[src/rtl/sha256_msg_sched.sv]
// SHA-256 message schedule: loads 16 words into a circular buffer, then emits W0..W63 in place.
// Latency: W0 appears one cycle after the 16th accepted word; one word per cycle thereafter.
// Backpressure: out_ready low holds t and out_data; in_valid gaps stall the load without loss.
module sha256_msg_sched (
    input  logic        clk,
    input  logic        rst,
    input  logic        in_valid,
    output logic        in_ready,
    input  logic [31:0] in_data,
    output logic        out_valid,
    input  logic        out_ready,
    output logic [31:0] out_data,
    output logic [5:0]  out_index,
    output logic        out_last,
    output logic        busy
);

    typedef enum logic {LOAD, EMIT} state_t;

    state_t      state, state_nxt;
    logic [5:0]  cnt, cnt_nxt;
    logic [31:0] msg_buf [16];
    logic [31:0] sched_dat;
    logic        in_acc, out_acc;

    function automatic logic [31:0] sig0(input logic [31:0] x);
        return {x[6:0], x[31:7]} ^ {x[17:0], x[31:18]} ^ {3'b000, x[31:3]};
    endfunction

    function automatic logic [31:0] sig1(input logic [31:0] x);
        return {x[16:0], x[31:17]} ^ {x[18:0], x[31:19]} ^ {10'b0, x[31:10]};
    endfunction

    // 4-bit index arithmetic wraps the circular buffer for free.
    always_comb begin
        sched_dat = sig1(msg_buf[cnt[3:0] - 4'd2]) + msg_buf[cnt[3:0] - 4'd7]
                  + sig0(msg_buf[cnt[3:0] - 4'd15]) + msg_buf[cnt[3:0]];
    end

    assign in_ready  = (state == LOAD) && !rst;
    assign out_valid = (state == EMIT) && !rst;
    assign out_index = (state == EMIT) ? cnt : 6'd0;
    assign out_last  = out_valid && (cnt == 6'd63);
    assign out_data  = (cnt[5:4] == 2'b00) ? msg_buf[cnt[3:0]] : sched_dat;
    assign busy      = !rst && ((state == EMIT) || (cnt != 6'd0));
    assign in_acc    = in_valid && in_ready;
    assign out_acc   = out_valid && out_ready;

    always_comb begin
        state_nxt = state;
        cnt_nxt   = cnt;
        case (state)
            LOAD: begin
                if (in_acc) begin
                    if (cnt == 6'd15) begin
                        state_nxt = EMIT;
                        cnt_nxt   = 6'd0;
                    end else begin
                        cnt_nxt = cnt + 6'd1;
                    end
                end
            end
            EMIT: begin
                if (out_acc) begin
                    if (cnt == 6'd63) begin
                        state_nxt = LOAD;
                        cnt_nxt   = 6'd0;
                    end else begin
                        cnt_nxt = cnt + 6'd1;
                    end
                end
            end
            default: begin
                state_nxt = LOAD;
                cnt_nxt   = 6'd0;
            end
        endcase
    end

    always_ff @(posedge clk) begin
        if (rst) begin
            state <= LOAD;
            cnt   <= 6'd0;
        end else begin
            state <= state_nxt;
            cnt   <= cnt_nxt;
        end
    end

    // Buffer is not reset; W[t] overwrites W[t-16], which is no longer needed.
    always_ff @(posedge clk) begin
        if (in_acc) begin
            msg_buf[cnt[3:0]] <= in_data;
        end else if (out_acc && (cnt[5:4] != 2'b00)) begin
            msg_buf[cnt[3:0]] <= sched_dat;
        end
    end

endmodule

[config.mk]
export PLATFORM = sky130hd
export DESIGN_NAME = sha256_msg_sched
export DESIGN_NICKNAME = d
export VERILOG_FILES = /design/src/rtl/sha256_msg_sched.sv
export SDC_FILE = /design/constraint.sdc
export NUM_CORES = 1
export LEC_CHECK = 0
export BUFFER_PORTS_ARGS = -buffer_cell sky130_fd_sc_hd__buf_4
export CAP_MARGIN = 20
export CORE_ASPECT_RATIO = 1.75
export CORE_MARGIN = 2
export CORE_UTILIZATION = 30
export DETAILED_ROUTE_END_ITERATION = 7
export PLACE_DENSITY = 0.52
export SYNTH_ARGS = -nofsm -noshare
export SYNTH_HDL_FRONTEND = slang
export SYNTH_SLANG_ARGS = --single-unit
[constraint.sdc]
create_clock -name clk -period 18.75 [get_ports clk]
set_input_delay 1.875 -clock clk [delete_from_list [all_inputs] [get_ports clk]]
set_output_delay 1.875 -clock clk [all_outputs]
set_load 0.03 [all_outputs]
# ---- Word-level counts from Yosys, hierarchy flattened
# Memory sizes are Yosys's and may differ from the RTL's. A register that Yosys moved wholly into a read port is not among the register bits.
# Index checks and enable logic that the tools add are counted.
dict set report word_totals {
  register_bits 7
  ram_bits 512
  in_bits 36
  out_inout_bits 42
  word_cells 53
  memories 1
}
dict set report op_classes {
  n_addsub 7
  n_eq_ne 4
  muxes 20
  bitwise_logic 6
  reduce_logical 13
}
# memory depth word_bits rd rd_clocked_by_memory_dff write_ports line
set mem_list {}
lappend mem_list {msg_buf 16 32 4 1 1 22} ;# logic [31:0] msg_buf [16];
# op count
set op_table {}
lappend op_table {{$add A32 B32 Y32} 3}
lappend op_table {{$mux W32} 2}
lappend op_table {{$xor A32 B32 Y32} 2}
lappend op_table {{$xor A32 B22 Y32} 1}
lappend op_table {{$xor A32 B29 Y32} 1}
lappend op_table {{$mux W6} 5}
lappend op_table {{$pmux W6 S2} 1}
lappend op_table {{$mux W1} 9}
lappend op_table {{$mux W4} 2}
lappend op_table {{$logic_and A1 B1 Y1} 7}
lappend op_table {{$add A6 B1 Y6 const B} 1}
lappend op_table {{$eq A6 B4 Y1 const B} 1}
lappend op_table {{$eq A6 B6 Y1 const B} 1}
lappend op_table {{$reduce_bool A6 Y1} 1}
lappend op_table {{$sub A4 B2 Y4 const B} 1}
lappend op_table {{$sub A4 B3 Y4 const B} 1}
lappend op_table {{$sub A4 B4 Y4 const B} 1}
lappend op_table {{$logic_not A2 Y1} 1}
lappend op_table {{$ne A2 B1 Y1 const B} 1}
lappend op_table {{$ne A2 B2 Y1 const B} 1}
lappend op_table {{$pmux W1 S2} 1}
lappend op_table {{$reduce_and A2 Y1} 1}
lappend op_table {{$reduce_bool A2 Y1} 1}
lappend op_table {{$logic_not A1 Y1} 1}
lappend op_table {{3 further kinds} 3}

# ---- Logic depth before layout (Yosys ltp)
dict set report depth {
  depth_word 8
  ltp_mapped 30
  depth_no_buf 21
}

# ---- Worst setup path before layout
# OpenSTA, ideal clock, no wires.
dict set report synth_path {
  kind {register to output}
  startpoint {reg cnt[1]}
  endpoint {out out_data[27]}
  t_arrival_ns 7.734
  t_required_ns 16.875
  path_slack_ns 9.141
  stages_incl_launch_ff 27
  n_path_buf 8
  cell_sequence {dfxtp_1 buf_2 buf_2 buf_2 buf_1 inv_1 ha_1 buf_2 buf_6 buf_2 buf_2 mux4_2 mux4_2 xnor2_1 xnor2_1 fa_1 fa_1 ha_1 inv_1 fa_1 nand2b_1 a211oi_1 o211ai_1 a2111oi_0 o41ai_1 xor2_1 o21ai_0}
}
dict set report synth_via {
  elab_chain_cells 8
  elab_cells_between_ends 12
  cone_classes {add/sub: 6; mux: 1; bitwise: 4; memory: 1}
}
# element line
set synth_lines {}
lappend synth_lines {{start, declared} 21} ;# logic [5:0] cnt, cnt_nxt;
lappend synth_lines {{start signal, assigned} 86} ;# cnt <= cnt_nxt;
lappend synth_lines {{$sub A4 B2 Y4} 36} ;# sched_dat = sig1(msg_buf[cnt[3:0] - 4'd2]) + msg_buf[cnt[3:0] - 4'd7]
lappend synth_lines {{$mem_v2 Z16 W32 (*)} n/a}
lappend synth_lines {{$xor A32 B32 Y32} 31} ;# return {x[16:0], x[31:17]} ^ {x[18:0], x[31:19]} ^ {10'b0, x[31:10]};
lappend synth_lines {{$xor A32 B22 Y32} 31}
lappend synth_lines {{$add A32 B32 Y32} 36}
lappend synth_lines {{$add A32 B32 Y32 (*) (2 in series)} 37} ;# + sig0(msg_buf[cnt[3:0] - 4'd15]) + msg_buf[cnt[3:0]];
lappend synth_lines {{$mux W32 (*)} 44} ;# assign out_data = (cnt[5:4] == 2'b00) ? msg_buf[cnt[3:0]] : sched_dat;
lappend synth_lines {{end, declared} 12} ;# output logic [31:0] out_data,
# Mark *: on every way between the ends. The rest lies on a longest branch, timed or not.

# ---- Worst setup path after layout
dict set report layout_path {
  startpoint {reg cnt[1]}
  endpoint {out out_data[31]}
}
# The elaborated chain is that of the path after synthesis.

==> summary.txt <==
GRT
  • Gr usage total: 20.8%
  • First-pass GRT wire length: 164000 microns
  • Vias in the first global route: 21.3k
  • Initial antenna violation count: 1
  • Largest net degree at the start of global routing: 129
  • Grt ovf: 0

Clock network
  • Clock slew at reported path FFs: 0.07 ns
  • CTS tree: done
  • CTS resizes: 0
  • CTS Sinks: 523
  • CTS Root Cell: clkbuf_16
  • Clock Path Buffers: 3
  • CTS hold repair buffers: 0
  • H-tree levels: 2
  • TritonCTS Buffers: 48
  • Post CTS Setup Buffer Count: 0
  • Clock network latency to the later pin of the worst-skew pair: 0.62 ns

Setup path
  • CP bufs+invs: 3
  • Crit end category: output port
  • Critical Path Most Common Cell: xnor2_1
  • Crit-path max FO: 40
  • CP Cell Sequence: inv_1 > ha_4 > buf_4 > mux4_2 > mux4_2 > xnor2_1 > xnor2_1 > fa_1 > fa_1 > ha_1 > o211ai_1 > a211oi_1 > o211ai_1 > a2111oi_0 > o41ai_1 > o21ai_0 > xnor2_1 > a21oi_1 > buf_4
  • CP Class: flip-flop to output port
  • Critical path startpoint category: flip-flop
  • WP data arrival: 9.82 ns
  • Top delay family on crit path: compound AO/OA/AOI/OAI gates
  • Max stage delay on crit path: 0.83 ns
  • Slowest-stage cell, CP: ha_4
  • WP data required: 16.88 ns

Timing
  • Crit share post-route: 62.4%
  • Hold Vio Cnt, Final: 0
  • Post-layout minimum cycle time: 11.69 ns
  • Max Clock Freq: 0.0855 GHz
  • Clock Skew: 0.0210 ns
  • Number of max-slew violations in the final report: 0
  • Endpoints failing setup: 0
  • Worst rel slew slack: 25.2%
  • Setup TNS: 0 ns
  • Unrepaired setup endpoints after global routing: no
  • Actual slew at the worst max-slew pin: 1.12 ns

Routing
  • Drt first pass iters: 5
  • Routed vias: 20.3k
  • Overall routed net length: 117000 microns
  • Initial DRC count: 2265
  • Antenna Nets Post-Route: 0
  • Via density: 5.91
  • Wire per inst: 33.9 microns
  • DRC violations left: 0

Finish
  • P&R area growth vs syn: 12.6%
  • Share of cells above drive strength 1: 38.9%
  • Fillers: 10.5k
  • Commonest non-fill, non-tap cells in the layout: edfxtp_1 (512), mux4_2 (505), buf_4 (147)
  • Most common cell after layout, fill and taps aside: edfxtp_1
  • Final nets: 2061
  • Final cell count without fillers: 3434

Yosys
  • Total number of yosys warnings: 0
  • Post-Syn Area: 33000 sq um
  • Synth async-reset ratio: 0%
  • Net Count, Synth: 1996
  • Seq cells post-synth: 523
  • Top_reg_cell synth: edfxtp_1
  • Mapped Cells: 1861
  • Number of enable flip-flop cells after synthesis: 512
  • Share of the yosys chip area belonging to registers: 47.2%
  • Synthesized area per cell: 17.7 sq um
  • Number of distinct library cells after synthesis: 55

Floorplanning
  • Core area: 110000 sq um
  • Die height: 443 microns
  • Die area: 113000 sq um
  • # IOs: 78
  • Die span in x: 255 microns
  • Starting Density: 30.1%
  • Std-Cell Rows: 161

Hold path
  • Tightest Hold Check Type: flip-flop to flip-flop

Power and ir drop
  • P_leak: 11.5 nW
  • Worst IR Drop VDD: 0.0000949 V
  • PwrDens: 117 nW/um^2

Place
  • DP Cell Count: 3340
  • Final RePlAce weighted congestion: 0.961
  • HPWL Detailed: 75800 microns
  • Port buffer count: 77

Job
  • # Max-Cap Violations: 0

Status
  • Status: finished clean
==> path summary, 6_finish.rpt <==
path,start,end,slack [ns],depth (start not counted)
hold / removal,cnt[4],state,0.64,1
setup reg to reg,cnt[1],msg_buf[4][29],9.40,18
setup / recovery,cnt[1],out_data[31],7.06,19
hold reg to reg,cnt[4],state,0.64,1
==> cells by family (layout without fill, tap and decap cells) <==
group | Yosys count | after routing | share of synthesized area, %
xor gates and xnor gates | 150 | 150 | 4.14
and+or+nand+nor | 205 | 205 | 2.73
buffers and inverters | 211 | 316 | 2.93
other | 0 | 1 | 0
adders and majority gates | 99 | 99 | 5.16
AOI/OAI and AO/OA | 156 | 156 | 2.81
muxes | 517 | 517 | 35.0
DFF | 523 | 523 | 47.2
==> worst reg2reg max path, stage by stage, from the launching register on <==
cell	delay, ns
dfxtp_4	0.75
inv_1	0.25
ha_4	0.83
buf_4	0.71
mux4_2	0.48
mux4_2	0.58
xnor2_1	0.58
xnor2_1	0.43
fa_1	0.65
fa_1	0.42
ha_1	0.36
o211ai_1	0.14
a211oi_1	0.51
o211ai_1	0.28
a2111oi_0	0.68
o41ai_1	0.24
o21ai_1	0.22
xnor2_1	0.14
o21ai_1	0.78
==> layer usage <==
metal | vias to the layer above | routed length (microns) | global-route usage (%)
met3 | 289 | 8320 | 3.23
met2 | 1163 | 59300 | 35.6
met4 | 0 | 8410 | 12.6
met5 | - | 0 | 0
li1 | 7902 | - | -
met1 | 10900 | 40500 | 24.3
==> area by class of cell <==
| class | instances | area [sq um] | area share [%] |
|---|---|---|---|
| antenna | 1 | 2.50 | 0.00673 |
| tap | 1467 | 1840 | 4.94 |
| clock buffer | 60 | 1290 | 3.47 |
| inverter | 76 | 285 | 0.768 |
| clock inverter | 30 | 333 | 0.896 |
| timing repair buffer | 150 | 1160 | 3.13 |
| multi-input combinational | 1127 | 16600 | 44.8 |
| sequential | 523 | 15600 | 42.0 |
==> synthesized netlist by cell type, types with 3 or more instances <==
cell type  count  area share, %
xnor2_2        3           0.15
o31ai_1        9           0.20
buf_1         29           0.33
and2_1         8           0.15
o21ai_1        6          0.091
xnor2_1      116            3.1
o21bai_1       6           0.14
buf_6          9           0.31
nand3_1        6          0.091
a211oi_1       5           0.11
o21a_1         7           0.16
nor2_1        43           0.49
inv_1         76           0.86
a21oi_1       39           0.59
mux4_2       505             34
buf_2         38           0.58
nand4_1        5          0.095
mux4_1         3           0.24
o211ai_1       5           0.11
dfxtp_1       11           0.67
edfxtp_1     512             47
clkbuf_1      46           0.52
and3_1         5          0.095
nand2b_1       7           0.13
fa_1          62            3.8
nand2_1      103            1.2
ha_1          37            1.4
nor3_1        12           0.18
xor2_1        28           0.74
nor2b_1        7           0.13
buf_4         12           0.27
a2111oi_0      3          0.080
o21ai_0       58           0.88
mux2i_1        8           0.24
a21o_1         6           0.14
==> stage by stage <==
stage / power [W] / area (sq um) / util, % / setup slack [ns] / hold WS (ns)
CTS: 0.00434 / 37100 / 33.9 / 7.18 / 0.655
detailed placement: 0.00330 / 35500 / 32.4 / 7.85 / 0.632
finish: 0.00435 / 37200 / 33.9 / 7.06 / 0.644
global route: 0.00455 / 37200 / 33.9 / 6.72 / 0.690
floorplan: 0.00266 / 33000 / - / 9.14 / 0.615
global placement: 0.00331 / 35500 / 32.4 / 7.97 / 0.603
==> registers in the layout (all words and copies together) (netlist names), named ones only <==
register / flops
msg_buf: 512
state: 1
cnt: 6
==> power by group <==
part,internal [W],switching [W]
sequential,0.00129,0.00000885
combinational,0.000741,0.00128
clock,0.000575,0.000455
No activity file was read; power rests on OpenSTA's default activity.
